===== config.mk =====
export PLATFORM = sky130hd
export DESIGN_NAME = event_packetizer
export DESIGN_NICKNAME = d
export VERILOG_FILES = /design/src/rtl/event_packetizer.sv
export SDC_FILE = /design/constraint.sdc
export NUM_CORES = 1
export LEC_CHECK = 0
export ABC_CLOCK_PERIOD_IN_PS = 8650
export BUFFER_PORTS_ARGS = -buffer_cell sky130_fd_sc_hd__buf_4
export CAP_MARGIN = 5
export CORE_ASPECT_RATIO = 0.5
export CORE_MARGIN = 2
export CORE_UTILIZATION = 55
export CTS_CLUSTER_SIZE = 10
export DETAILED_ROUTE_END_ITERATION = 12
export PLACE_DENSITY = 0.82
export SYNTH_ARGS = -nofsm -noshare
export SYNTH_HDL_FRONTEND = slang
export SYNTH_SLANG_ARGS = --single-unit

===== constraint.sdc =====
create_clock -name clk -period 8.65 [get_ports clk]
set_clock_uncertainty 0.05 [all_clocks]
set_input_delay 0.865 -clock clk [delete_from_list [all_inputs] [get_ports clk]]
set_output_delay 0.865 -clock clk [all_outputs]
set_load 0.05 [all_outputs]

===== src/rtl/event_packetizer.sv =====
// event_packetizer: buffers 64-bit pulse records in a small FIFO and serializes
// each one as a SYNC-framed MSB-first byte stream. Optional macro: CHECKSUM_EN.
module event_packetizer #(
    parameter int         DEPTH_LOG2 = 3,
    parameter logic [7:0] SYNC_BYTE  = 8'hA5,
    parameter int         OVF_W      = 16
) (
    input  logic                  clk,
    input  logic                  rst_n,
    input  logic [63:0]           event_data,
    input  logic                  event_ready,
    output logic                  halt,
    output logic [7:0]            out_byte,
    output logic                  out_valid,
    input  logic                  out_ack,
    output logic [DEPTH_LOG2:0]   fifo_level,
    output logic [OVF_W-1:0]      ovf_count
);

    localparam int DEPTH = 1 << DEPTH_LOG2;
    localparam int PW    = DEPTH_LOG2 + 1;

    typedef enum logic [1:0] {
        ST_IDLE = 2'd0,
        ST_SYNC = 2'd1,
        ST_DATA = 2'd2
`ifdef CHECKSUM_EN
        , ST_CSUM = 2'd3
`endif
    } state_t;

    logic [63:0]      mem_q [DEPTH];
    logic [PW-1:0]    wr_ptr_q, rd_ptr_q;
    logic [PW-1:0]    level, level_d;
    logic [OVF_W-1:0] ovf_count_q;
    logic             halt_q, halt_d;
    state_t           state_q;
    logic [63:0]      shreg_q;
    logic [2:0]       idx_q;
    logic [7:0]       out_byte_q;
    logic             out_valid_q;
`ifdef CHECKSUM_EN
    logic [7:0]       csum_q;
`endif

    logic empty, full, push, drop, ack, frame_done, pop;

    assign empty = (wr_ptr_q == rd_ptr_q);
    assign full  = (wr_ptr_q[PW-1] != rd_ptr_q[PW-1]) &&
                   (wr_ptr_q[PW-2:0] == rd_ptr_q[PW-2:0]);
    // A same-cycle pop does not make room for a push that arrives while full.
    assign push  = event_ready && !full;
    assign drop  = event_ready && full;
    assign ack   = out_valid_q && out_ack;

    always_comb begin
        // NOTE: default assignment first so no path through the case leaves
        // frame_done unassigned, which would otherwise infer a latch.
        frame_done = 1'b0;
        case (state_q)
`ifdef CHECKSUM_EN
            ST_CSUM: frame_done = ack;
`else
            ST_DATA: frame_done = ack && (idx_q == 3'd7);
`endif
            default: frame_done = 1'b0;
        endcase
    end

    // Popping at the final ack lets the next frame follow without an idle gap.
    assign pop     = !empty && ((state_q == ST_IDLE) || frame_done);
    assign level   = wr_ptr_q - rd_ptr_q;
    assign level_d = level + PW'(push) - PW'(pop);
    assign halt_d  = (level_d >= PW'(DEPTH - 1));

    // NOTE: the record storage has no reset; resetting the pointers is enough
    // to discard its contents, and leaving it out keeps it a plain RAM.
    always_ff @(posedge clk) begin
        if (push) begin
            mem_q[wr_ptr_q[PW-2:0]] <= event_data;
        end
    end

    // NOTE: all state below uses non-blocking assignments so every register
    // samples the pre-edge values regardless of statement order.
    always_ff @(posedge clk or negedge rst_n) begin
        if (!rst_n) begin
            wr_ptr_q    <= '0;
            rd_ptr_q    <= '0;
            ovf_count_q <= '0;
            halt_q      <= 1'b0;
            state_q     <= ST_IDLE;
            shreg_q     <= '0;
            idx_q       <= '0;
            out_byte_q  <= '0;
            out_valid_q <= 1'b0;
`ifdef CHECKSUM_EN
            csum_q      <= '0;
`endif
        end else begin
            wr_ptr_q <= wr_ptr_q + PW'(push);
            rd_ptr_q <= rd_ptr_q + PW'(pop);
            halt_q   <= halt_d;
            if (drop && (ovf_count_q != {OVF_W{1'b1}})) begin
                ovf_count_q <= ovf_count_q + OVF_W'(1);
            end

            if (pop) begin
                shreg_q     <= mem_q[rd_ptr_q[PW-2:0]];
                out_byte_q  <= SYNC_BYTE;
                out_valid_q <= 1'b1;
                state_q     <= ST_SYNC;
            end else begin
                case (state_q)
                    ST_IDLE: out_valid_q <= 1'b0;
                    ST_SYNC: begin
                        if (ack) begin
                            out_byte_q <= shreg_q[63:56];
                            idx_q      <= '0;
                            state_q    <= ST_DATA;
`ifdef CHECKSUM_EN
                            csum_q     <= shreg_q[63:56];
`endif
                        end
                    end
                    ST_DATA: begin
                        if (ack) begin
                            if (idx_q == 3'd7) begin
`ifdef CHECKSUM_EN
                                out_byte_q  <= csum_q;
                                state_q     <= ST_CSUM;
`else
                                out_valid_q <= 1'b0;
                                state_q     <= ST_IDLE;
`endif
                            end else begin
                                shreg_q    <= {shreg_q[55:0], 8'h00};
                                out_byte_q <= shreg_q[55:48];
                                idx_q      <= idx_q + 3'd1;
`ifdef CHECKSUM_EN
                                csum_q     <= csum_q ^ shreg_q[55:48];
`endif
                            end
                        end
                    end
`ifdef CHECKSUM_EN
                    ST_CSUM: begin
                        if (ack) begin
                            out_valid_q <= 1'b0;
                            state_q     <= ST_IDLE;
                        end
                    end
`endif
                    default: state_q <= ST_IDLE;
                endcase
            end
        end
    end

    assign halt       = halt_q;
    assign out_byte   = out_byte_q;
    assign out_valid  = out_valid_q;
    assign fifo_level = level;
    assign ovf_count  = ovf_count_q;

endmodule

==> results.py <==
metrics = {
    "outcome": {
        "status": "completed",
    },
    "power_and_ir_drop": {
        "powerDensity_nw_per_um2": 361,
        "power_leakage_nw": 9.80,
        "vdd_drop_max_mv": 0.217,
        "finalPower_w": 0.0100,
    },
    "logic_synthesis": {
        "yosysWarnings": 0,
        "syn_inst": 1241,
        "ys_ff_latch": 615,
        "synth_area_per_cell_um2": 19.6,
        "synth_nets": 1328,
        "syn-cell-area_um2": 24300,
        "ys_types": 48,
        "ys_seq_area_share_pct": 73.9,
    },
    "timing": {
        "hold_violations": 0,
        "fin_crit_sh_pct": 60.5,
        "worst_pin_slew_ns": 1.14,
        "max_slew_margin_pct": 24.3,
        "min_period_ns": 5.23,
        "grt_setup_unrepaired": "no",
        "fmax_mhz": 191,
        "slew_viol_final": 0,
        "setup_viol": 0,
        "tns_ns": 0,
    },
    "setup_path": {
        "r2r_slack_ns": 3.42,
        "arrival_ns": 5.63,
        "worstReg2RegStart": "rd_ptr_q[2]",
        "setup.worst_path.end_class": "flop",
        "required_ns": 9.05,
        "path_max_fanout": 57,
        "start_kind": "flop",
        "critPathKind": "flop to flop",
        "endpoint": "halt",
        "r2r_end": "halt",
        "crit_start": "rd_ptr_q[2]",
        "rr_worst_depth": 14,
    },
    "clock_network": {
        "h-tree-depth": 3,
        "cts_setup_buffers": 0,
        "tritoncts": "yes",
        "cts.sinks": 615,
        "clockBufferDepth": 3,
        "ctsHoldBuffers": 0,
        "root_buffer": "clkbuf_16",
        "insertion_delay_ns": 0.59,
        "cts_made_buffers": 71,
        "cts_resized": 0,
        "clk_pin_slew_ns": 0.06,
    },
    "finish": {
        "regArea_um2": 18000,
        "nets": 1453,
        "drive_gt1_share_pct": 24.7,
        "final_common_cell": "edfxtp_1",
        "fillers": 2743,
        "multiInputGateArea_um2": 5990,
        "layout.cells.non_filler": 2012,
        "area_growth_pct": 14.2,
        "layout_common_cells": "edfxtp_1, mux4_2, buf_4, dfrtp_1",
    },
    "floorplanning": {
        "initial_core_util_pct": 55.7,
        "dieArea_um2": 46000,
        "die_x_um": 301,
        "die_h_um": 153,
        "core_um2": 43600,
        "pin_count": 98,
        "rows": 54,
    },
    "grt": {
        "grt_max_degree": 80,
        "grt_pass1_vias": 13200,
        "grt-ovfl-total": 0,
        "track_usage_pct": 23.6,
        "grt_pass1_wl_mm": 80.9,
        "antenna_found_initial": 2,
    },
    "placed_design": {
        "place_inst": 1881,
        "dp_hpwl_mm": 28.7,
        "port_buffers": 97,
        "gp_congestion": 0.854,
    },
    "detailed_routing": {
        "wire_per_inst_um": 26.5,
        "via_count": 12700,
        "vias_per_cell": 6.32,
        "drt_iter0_drc": 1554,
        "first_pass_iters": 5,
        "routed_wirelength_mm": 53.3,
        "ant_nets": 0,
        "drc": 0,
    },
    "run": {
        "cap_violations": 0,
    },
    "min_path": {
        "holdCritPathClass": "input port to async pin",
    },
}
[how the worst min path moves through the flow]
stage / endpoint / slack [ns] / cells past startpoint
5_1_grt: ovf_count[3] / 0.25 / 1
6_report: halt / 0.23 / 1
4_1_cts: ovf_count[0] / 0.23 / 1
3_5_place_dp: shreg_q[6] / 0.44 / 2
2_1_floorplan: shreg_q[0] / 0.42 / 2
3_3_place_gp: shreg_q[3] / 0.44 / 2
[through the flow]
stage	setup slack (ns)	cell area, µm²	hold WS [ns]	util (%)
2_1_floorplan	0.0654	24300	0.418	-
3_3_place_gp	3.58	25600	0.441	58.9
3_5_place_dp	3.46	25600	0.444	58.9
4_1_cts	3.43	27700	0.226	63.6
5_1_grt	3.12	27700	0.253	63.7
6_report	3.42	27700	0.230	63.7
[sequential cells by signal, summed over array words and instances, names as in the netlist, 2 cells and up]
name,count
wr_ptr_q,4
shreg_q,64
state_q,2
rd_ptr_q,4
ovf_count,16
mem_q,512
idx_q,3
out_byte,8
[layout make-up]
cell class / count / area share [%]
Timing Repair Buffer: 119 / 3.22
Tap cell: 588 / 2.65
Multi-Input combinational cell: 541 / 21.6
Inverter: 18 / 0.244
Sequential cell: 615 / 64.8
Antenna cell: 1 / 0.00902
Clock buffer: 126 / 7.38
Clock inverter: 4 / 0.149
[logic make-up after synthesis]
kind of cell / count (synthesis) / share of synthesized area (%)
buffers and inverters: 85 / 1.71
xor gates and xnor gates: 21 / 0.788
and+or+nand+nor: 148 / 3.63
DFF: 615 / 73.9
muxes: 204 / 15.0
AOI/OAI and AO/OA: 149 / 3.90
adders and majority gates: 19 / 1.04
[layer usage]
metal	up-vias	routed length, µm	global-route usage (%)
li1	5292	-	-
met1	6662	21000	32.9
met2	635	26800	38.3
met3	117	4100	4.32
met4	2	1310	7.44
met5	-	13	0
[critical path, stage by stage (launching register included)]
cell     delay, ns
dfrtp_4       0.98
inv_1         0.61
ha_1          0.55
nand3_1       0.17
o21ai_4       0.15
buf_4         0.51
inv_1         0.34
ha_1          0.37
inv_1         0.05
ha_1          0.15
inv_1         0.06
fa_1          0.43
xor2_1        0.14
nor3b_1       0.06
or3b_2        0.46
[power breakdown]
part	internal, W	switching, W	total [W]
clock network	0.00160	0.00112	0.00271
logic	0.00126	0.00175	0.00301
registers	0.00385	0.000426	0.00427
[synthesized netlist by cell type (all sizes together)]
cell / n / area [µm²]
ha: 17 / 213
a41o: 1 / 10.0
a21o: 1 / 8.76
clkbuf: 24 / 90.1
nand3: 25 / 130
or3: 1 / 6.26
o21bai: 1 / 7.51
and3: 5 / 32.5
xnor2: 5 / 43.8
o21ai: 12 / 63.8
inv: 18 / 67.6
mux2: 2 / 22.5
mux2i: 74 / 741
o22a: 1 / 8.76
nand3b: 1 / 7.51
dfrtp: 103 / 2580
and2: 26 / 163
nand4: 6 / 52.6
nand2b: 2 / 12.5
fa: 2 / 40.0
a21oi: 62 / 310
nor3: 10 / 50.1
nor2: 13 / 48.8
o21ba: 2 / 20.0
nand2: 13 / 48.8
xor2: 16 / 148
nand4b: 1 / 8.76
nor4: 7 / 71.3
a41oi: 1 / 8.76
nor2b: 35 / 219
edfxtp: 512 / 15400
nor3b: 1 / 7.51
mux4: 128 / 2880
o211ai: 7 / 52.6
or3b: 1 / 8.76
nor4b: 1 / 15.0
buf: 43 / 258
a211oi: 61 / 458
Power figures use the tool's default switching activity.
